$ cat src/rtl/ffe_pkg.sv
// rtl/ffe_pkg.sv - shared defaults and state type for the FFE tap delay line
//
// Purpose: default sample width / tap count for the FFE datapath and the
// delay-line fill-state enumeration shared by the control logic.
package ffe_pkg;

  localparam int FFE_SAMPLE_W = 12;
  localparam int FFE_NUM_TAPS = 8;

  typedef enum logic [1:0] {
    EMPTY   = 2'd0,
    FILLING = 2'd1,
    FULL    = 2'd2
  } ffe_dl_state_e;

endpackage : ffe_pkg

$ cat src/rtl/ffe_tap_stage.sv
// rtl/ffe_tap_stage.sv - one WIDTH-bit tap register of the FFE delay line
//
// Purpose: sample register with load enable and synchronous clear.
// Ports:
//   clk   - rising-edge clock
//   rst   - asynchronous active-high reset, clears q_o
//   clr_i - synchronous clear, wins over en_i
//   en_i  - load d_i on this edge
//   d_i   - incoming sample
//   q_o   - stored sample
module ffe_tap_stage #(
  parameter int WIDTH = 12
) (
  input  logic             clk,
  input  logic             rst,
  input  logic             clr_i,
  input  logic             en_i,
  input  logic [WIDTH-1:0] d_i,
  output logic [WIDTH-1:0] q_o
);

  logic [WIDTH-1:0] data_q;

  always_ff @(posedge clk or posedge rst) begin
    if (rst) begin
      data_q <= '0;
    end else if (clr_i) begin
      data_q <= '0;
    end else if (en_i) begin
      data_q <= d_i;
    end
  end

  assign q_o = data_q;

endmodule : ffe_tap_stage

$ cat src/rtl/ffe_tap_delay_line.sv
// rtl/ffe_tap_delay_line.sv - parallel-tap sample delay line feeding the FFE MAC
//
// Purpose: DEPTH-stage shift line of WIDTH-bit samples, advancing once per
// accepted sample, with fill tracking so the MAC only starts on real data.
// Optional macro: FFE_DL_FILL_CNT_EN exposes the internal fill counter.
// Ports:
//   clk        - rising-edge clock
//   rst        - asynchronous active-high reset, clears everything
//   in_data    - new sample
//   in_valid   - accept in_data on this edge
//   delete     - synchronous flush of taps and fill state (drops in_valid)
//   taps       - tap i at [i*WIDTH +: WIDTH], tap0 newest
//   taps_valid - one-cycle pulse: taps advanced and line is full
//   full       - all DEPTH taps hold accepted samples
//   fill_cnt   - saturating fill count (only with FFE_DL_FILL_CNT_EN)
module ffe_tap_delay_line
  import ffe_pkg::*;
#(
  parameter  int WIDTH = FFE_SAMPLE_W,
  parameter  int DEPTH = FFE_NUM_TAPS,
  localparam int CNT_W = $clog2(DEPTH + 1)
) (
  input  logic                   clk,
  input  logic                   rst,
  input  logic [WIDTH-1:0]       in_data,
  input  logic                   in_valid,
  input  logic                   delete,
  output logic [DEPTH*WIDTH-1:0] taps,
  output logic                   taps_valid,
  output logic                   full
`ifdef FFE_DL_FILL_CNT_EN
  ,
  output logic [CNT_W-1:0]       fill_cnt
`endif
);

  localparam logic [CNT_W-1:0] FILL_MAX = CNT_W'(DEPTH);

  ffe_dl_state_e    state_q, state_d;
  logic [CNT_W-1:0] fill_q, fill_d;
  logic             taps_valid_q, taps_valid_d;

  logic [WIDTH-1:0] tap_q [DEPTH];
  logic             shift_en;

  // delete outranks in_valid inside each stage (clr over en), so a
  // colliding sample is never captured.
  assign shift_en = in_valid & ~delete;

  for (genvar i = 0; i < DEPTH; i++) begin : g_stage
    logic [WIDTH-1:0] stage_d;

    if (i == 0) begin : g_head
      assign stage_d = in_data;
    end else begin : g_body
      assign stage_d = tap_q[i-1];
    end

    ffe_tap_stage #(
      .WIDTH (WIDTH)
    ) u_stage (
      .clk   (clk),
      .rst   (rst),
      .clr_i (delete),
      .en_i  (shift_en),
      .d_i   (stage_d),
      .q_o   (tap_q[i])
    );

    assign taps[i*WIDTH +: WIDTH] = tap_q[i];
  end

  always_ff @(posedge clk or posedge rst) begin
    if (rst) begin
      state_q      <= EMPTY;
      fill_q       <= '0;
      taps_valid_q <= 1'b0;
    end else begin
      state_q      <= state_d;
      fill_q       <= fill_d;
      taps_valid_q <= taps_valid_d;
    end
  end

  always_comb begin
    state_d      = state_q;
    fill_d       = fill_q;
    taps_valid_d = 1'b0;

    if (delete) begin
      state_d = EMPTY;
      fill_d  = '0;
    end else if (in_valid) begin
      if (fill_q != FILL_MAX) begin
        fill_d = fill_q + 1'b1;
      end

      unique case (state_q)
        EMPTY:   state_d = FILLING;
        FILLING: if (fill_q == FILL_MAX - 1'b1) state_d = FULL;
        FULL:    state_d = FULL;
        default: state_d = EMPTY;
      endcase

      // Pulse covers the filling accept itself as well as every later one.
      taps_valid_d = (state_d == FULL);
    end
  end

  assign full       = (state_q == FULL);
  assign taps_valid = taps_valid_q;

`ifdef FFE_DL_FILL_CNT_EN
  assign fill_cnt = fill_q;
`endif

endmodule : ffe_tap_delay_line

$ cat config.mk
export PLATFORM = sky130hd
export DESIGN_NAME = ffe_tap_delay_line
export DESIGN_NICKNAME = d
export VERILOG_FILES = /design/src/rtl/ffe_pkg.sv /design/src/rtl/ffe_tap_stage.sv /design/src/rtl/ffe_tap_delay_line.sv
export SDC_FILE = /design/constraint.sdc
export NUM_CORES = 1
export LEC_CHECK = 0
export CAP_MARGIN = 20
export CELL_PAD_IN_SITES_DETAIL_PLACEMENT = 1
export CELL_PAD_IN_SITES_GLOBAL_PLACEMENT = 1
export CORE_MARGIN = 2
export CORE_UTILIZATION = 41
export CTS_CLUSTER_DIAMETER = 50
export DETAILED_ROUTE_END_ITERATION = 8
export PLACE_DENSITY = 0.85
export SYNTH_ARGS = -nofsm -noshare
export SYNTH_HDL_FRONTEND = slang
export SYNTH_SLANG_ARGS = --single-unit
$ cat constraint.sdc
create_clock -name clk -period 8.49 [get_ports clk]
set_input_delay 0.849 -clock clk [delete_from_list [all_inputs] [get_ports clk]]
set_output_delay 0.849 -clock clk [all_outputs]
set_load 0.01 [all_outputs]
==> impl_metrics.ini, run 1 <==
[status]
status = finished, final reports clean

[clocking]
cts_setup_buffers = 0
root_buffer = clkbuf_8
path_clk_slew_ns = 0.10
cts_tree = built
cts_max_level = 3
clock-sinks = 103
cts_resized = 0
hold_buffers = 0
clkLatencyLatePin_ns = 0.35
ctsLongestPathBuffers = 2
numCtsBuffers = 9

[die]
dieArea_sq_um = 11200
start_util_pct = 41.8
io_pins = 114
num_rows = 37
die_y_microns = 106
core_area_sq_um = 10200
dieWidth_microns = 106

[routing]
post_drt_wl_per_cell_microns = 16.8
drt_iter0_drc = 135
dr.pass1.iters = 4
viasPerCell = 4.91
drcViolationCount = 0
ant_nets = 0
via_count = 2916
routed_wl_microns = 9990

[worst_hold_path]
hold_class = flop to flop
hold_end = g_stage[7].u_stage.q_o[10]
hold_depth = 2
hp-start = g_stage[7].u_stage.q_o[10]

[sta]
tightest_slew_ns = 1.05
tns_ns = 0
fmax_mhz = 420
finalMaxSlewViolations = 0
fin_skew_ns = 0.0128
post-route-period-util_pct = 28.0
grt_setup_unrepaired = false
finalHoldViolCount = 0
final.min_clock_period_ns = 2.38
setup_viol = 0
relSlewSlack_pct = 29.9

[synthesis]
ys_warn_count = 0
syn_avg_cell_area_sq_um = 12.2
ys_seq_area_share_pct = 60.5
synth_nets = 367
syn_area_sq_um = 4260
synthDistinctLibCells = 21
ys_ff_latch = 103
synthCells = 349

[setup_path]
cp_max_fo = 4
rr_worst_depth = 5
r2r-start = fill_q[0]
crit_path_end_kind = output pin
crit_path_top_delay_cell = clkdlybuf4s50_1
crit_required_ns = 7.64
r2r_slack_ns = 7.12
max_stage_delay_ns = 0.53
r2r-end = fill_q[0]
worstPathArrival_ns = 1.53
crit_type = flop to output pin
cp_cell_sequence = nand2b_1 > inv_1 > clkdlybuf4s50_1
cp-start-kind = flop

[placed_design]
numPortBuffers = 113
dp_hpwl_microns = 6570
gp_congestion = 0.751
dpl.cell_count = 577

[global_route]
overflow = 0
grt_usage_pct = 18.1
grt_pass1_wl_microns = 16000
grt_pass1_vias = 3152
grt_max_degree = 106
antenna_found_initial = 0

[finish]
final_nets = 471
areaGrowthSynthToFinish_pct = 31.9
diodes = 0
fin_cells = 594
seqCellArea_sq_um = 2580
num-fill-cells = 1062
drive_above_1_share_pct = 4.59
multi_input_area_sq_um = 1500

[pwr]
p_leak_nw = 2.71
cellPowerDensity_nw_per_um2 = 154
ir_worst_vdd_uv = 69.1
total_power_uw = 867

[run]
maxCapViolations = 0
[report_power, final]
part,internal [mW],switching [mW]
clock,0.118,0.167
sequential,0.498,0.00758
combinational,0.0347,0.0424
total,0.651,0.217
[state kept, by name, indices dropped and copies added, names as in the netlist]
signal               flops
g_stage.u_stage.q_o     96
taps_valid               1
state_q                  2
fill_q                   4
[stage by stage]
stage                     setup WS [ns]  util, %  hold slack, ns  area, sq um
after floorplan                    4.94        -           0.517         4260
after global placement             5.98     53.1           0.510         5410
after detailed placement           5.95     53.1           0.519         5410
after CTS                          6.08     54.9           0.542         5590
after global routing               6.02     55.1           0.568         5610
final                              6.11     55.1           0.537         5610
[cells in the final DEF (no fill, tap or decap), drive strengths merged, types with 2 or more instances in the layout]
master,instances
ha,2
buf,4
clkdlybuf4s50,111
dfrtp,103
a21oi,3
clkbuf,11
nand2b,5
nand2,5
nor2,99
inv,7
mux2i,97
[cells in the mapped netlist (all sizes together)]
| cell | number | area [sq um] |
|---|---|---|
| dfrtp | 103 | 2580 |
| mux2i | 97 | 971 |
| nand2b | 5 | 31.3 |
| o21a | 1 | 7.51 |
| or3b | 1 | 8.76 |
| mux2 | 1 | 11.3 |
| nand4b | 1 | 8.76 |
| ha | 2 | 25.0 |
| a21oi | 3 | 15.0 |
| nand4 | 1 | 6.26 |
| nor2 | 99 | 372 |
| inv | 4 | 15.0 |
| or2 | 1 | 6.26 |
| xor2 | 1 | 8.76 |
| nand2 | 5 | 18.8 |
| clkbuf | 8 | 30.0 |
| nand3b | 1 | 7.51 |
| o22ai | 1 | 6.26 |
| buf | 14 | 131 |
[metal layers]
layer,vias up,global-route usage (%),share of wire (%)
met1,1495,21.0,40
met5,-,0,0
met3,7,3.86,4.2
met4,0,6.20,0.91
met2,54,33.1,54
li1,1360,-,-
[kinds of logic after synthesis]
kind of cell | after synthesis | share of synthesized area (%)
AND/OR/NAND/NOR | 114 | 10.8
flip-flops | 103 | 60.5
XOR/XNOR | 1 | 0.206
buffers and inverters | 26 | 4.14
multiplexers | 98 | 23.1
adder cells (fa/ha/maj) | 2 | 0.588
AO/OA/AOI/OAI | 5 | 0.676
[cell type report]
class | instances | share of cell area [%]
Sequential cell | 103 | 45.9
Inverter | 4 | 0.312
Clock buffer | 11 | 2.52
Timing Repair Buffer | 115 | 20.7
Multi-Input combinational cell | 220 | 26.8
Clock inverter | 5 | 0.691
Tap cell | 136 | 3.03
[critical path, delay by kind of cell (launching register included)]
family                 cells  cell delay, ns
flip-flops                 1            0.42
AND/OR/NAND/NOR            1            0.17
buffers and inverters      2            0.59
[worst max path at each step]
stage | startpoint | slack (ns) | endpoint
after global routing | state_q[0] | 6.02 | full
after CTS | state_q[0] | 6.08 | full
after detailed placement | in_valid | 5.95 | fill_q[2]
after global placement | rst | 5.98 | g_stage[0].u_stage.q_o[7]
after floorplan | rst | 4.94 | fill_q[0]
final | state_q[0] | 6.11 | full
Power figures use the tool's default switching activity.
==> run 2, diff against run 1 <==
--- a/config.mk
+++ b/config.mk
@@ -9,10 +9,10 @@
 export CELL_PAD_IN_SITES_DETAIL_PLACEMENT = 1
 export CELL_PAD_IN_SITES_GLOBAL_PLACEMENT = 1
 export CORE_MARGIN = 2
-export CORE_UTILIZATION = 41
+export CORE_UTILIZATION = 34
 export CTS_CLUSTER_DIAMETER = 50
 export DETAILED_ROUTE_END_ITERATION = 8
-export PLACE_DENSITY = 0.85
+export PLACE_DENSITY = 0.75
 export SYNTH_ARGS = -nofsm -noshare
 export SYNTH_HDL_FRONTEND = slang
 export SYNTH_SLANG_ARGS = --single-unit
==> constraint.sdc (replaced) <==
create_clock -name clk -period 2 [get_ports clk]
set_input_delay 0.2 -clock clk [delete_from_list [all_inputs] [get_ports clk]]
set_output_delay 0.2 -clock clk [all_outputs]
set_load 0.01 [all_outputs]
==> impl_metrics.ini, run 2 (synthesis gave the netlist of run 1 again) <==
[status]
status = finished, final reports clean

[routing]
drcViolationCount = 0
viasPerCell = 4.62
dr.pass1.iters = 4
drt_iter0_drc = 100
routed_wl_microns = 10200
ant_nets = 0
post_drt_wl_per_cell_microns = 16.2
via_count = 2912

[clocking]
root_buffer = clkbuf_16
ctsLongestPathBuffers = 2
cts_resized = 0
cts_setup_buffers = 0
cts_max_level = 3
numCtsBuffers = 9
hold_buffers = 0
clkLatencyLatePin_ns = 0.34
path_clk_slew_ns = 0.07
clock-sinks = 103
cts_tree = built

[setup_path]
crit_type = flop to output pin
cp_num_buf_inv = 2
cp_max_fo = 4
critical_path_depth = 3
cp_cell_sequence = nand2b_1 > inv_1 > clkdlybuf4s50_1
crit_path_top_delay_cell = clkdlybuf4s50_1
crit_path_end_kind = output pin
cp-start-kind = flop
rr_worst_depth = 5
max_stage_delay_ns = 0.52
crit_required_ns = 1.80
crit_family = buffers and inverters
worstPathArrival_ns = 1.51

[pwr]
intPower_mw = 3.17
ir_worst_vdd_uv = 512
sequentialPowerShare_pct = 51.2
cellPowerDensity_nw_per_um2 = 720
netSwitchingFraction_pct = 24.3
pwr-share-clk_pct = 40.7
combPwrFrac_pct = 8.2
p_leak_nw = 2.79
p_switching_mw = 1.02

[die]
num_rows = 40
dieWidth_microns = 116
io_pins = 114
start_util_pct = 35.2
core_area_sq_um = 12100
die_y_microns = 116
dieArea_sq_um = 13400

[worst_hold_path]
hold_depth = 3
hold_class = input pin to flop

[finish]
diodes = 0
final_common_cell = clkdlybuf4s50_1
drive_above_1_share_pct = 5.63
areaGrowthSynthToFinish_pct = 36.8
largest_reg_flops = 96
final_cell_mix = 111 x clkdlybuf4s50_1, 103 x dfrtp_1, 99 x nor2_1, 97 x mux2i_1, 9 x clkbuf_16
num-fill-cells = 1333
final_nets = 475

[sta]
worst_slack_ns = 0.294
final.min_clock_period_ns = 1.71
finalMaxSlewViolations = 0
post-route-period-util_pct = 85.3
hold_ws_ns = 0.294
tightest_slew_ns = 0.544
tns_ns = 0
finalHoldViolCount = 0
relSlewSlack_pct = 63.7
fin_skew_ns = 0.0112
setup_viol = 0
fmax_mhz = 586
grt_setup_unrepaired = false

[placed_design]
dp_hpwl_microns = 6950
post-place-ws_ns = 0.641
numPortBuffers = 113
gp_congestion = 0.746

[global_route]
overflow = 0
grt_usage_pct = 16.0
grt_pass1_vias = 3093
grt_pass1_wl_microns = 16600
grt_max_degree = 68
antenna_found_initial = 0

[run]
maxCapViolations = 0
run 2: cell count changes in the layout (fill, tap and decap cells not counted), sizes merged:
cell	previous run	this run
clkinvlp	1	2
inv	7	6
buf	4	8
clkinv	1	2
clkbuf	11	10
run 2: routing by layer:
metal / global-route usage [%] / vias up / share of wire [%]
met4: 4.37 / 0 / 1.1
li1: - / 1363 / -
met5: 0 / - / 0
met3: 3.82 / 7 / 3.4
met1: 20.7 / 1486 / 43
met2: 26.8 / 56 / 52
run 2: worst min-delay path, stage by stage:
cell and delay [ns]:
buf_6 0.20, nand2b_1 0.14, a21oi_1 0.05
run 2: power groups by stage:
stage / sequential [mW] / combinational [mW] / clock [mW]
floorplan: 2.19 / 0.205 / 0
global placement: 2.19 / 0.343 / 0
detailed placement: 2.19 / 0.350 / 0
CTS: 2.15 / 0.351 / 1.76
global route: 2.15 / 0.379 / 1.85
finish: 2.15 / 0.343 / 1.71
run 2: final cells by class:
type                    instances  area (sq um)  area share [%]
repair buffers                119          1220            21.0
clock buffers                  10           239            4.10
well taps                     168           210            3.61
clock inverters                 6          52.6           0.902
flip-flops and latches        103          2580            44.2
multi-input cells             220          1500            25.8
inverters                       4          18.8           0.322
run 2: path summary, 6_finish.rpt:
| check | startpoint | endpoint | slack, ns |
|---|---|---|---|
| worst max register to register | fill_q[0] | fill_q[0] | 0.66 |
| max in group asynchronous | rst | g_stage[7].u_stage.q_o[2] | 1.28 |
| worst min-delay path | in_valid | taps_valid | 0.29 |
| worst max-delay path | state_q[0] | full | 0.29 |
| min in group asynchronous | rst | g_stage[5].u_stage.q_o[8] | 0.33 |
| worst min register to register | g_stage[7].u_stage.q_o[4] | g_stage[7].u_stage.q_o[4] | 0.53 |
run 2: stage by stage:
stage / utilization, % / instances / power (mW) / area, sq um
after global placement: 45.7 / 614 / 2.53 / 5540
after CTS: 48.1 / 630 / 4.26 / 5830
after global routing: 48.1 / 630 / 4.38 / 5830
final: 48.1 / 630 / 4.20 / 5830
after detailed placement: 45.7 / 614 / 2.54 / 5540
after floorplan: - / 349 / 2.40 / 4260
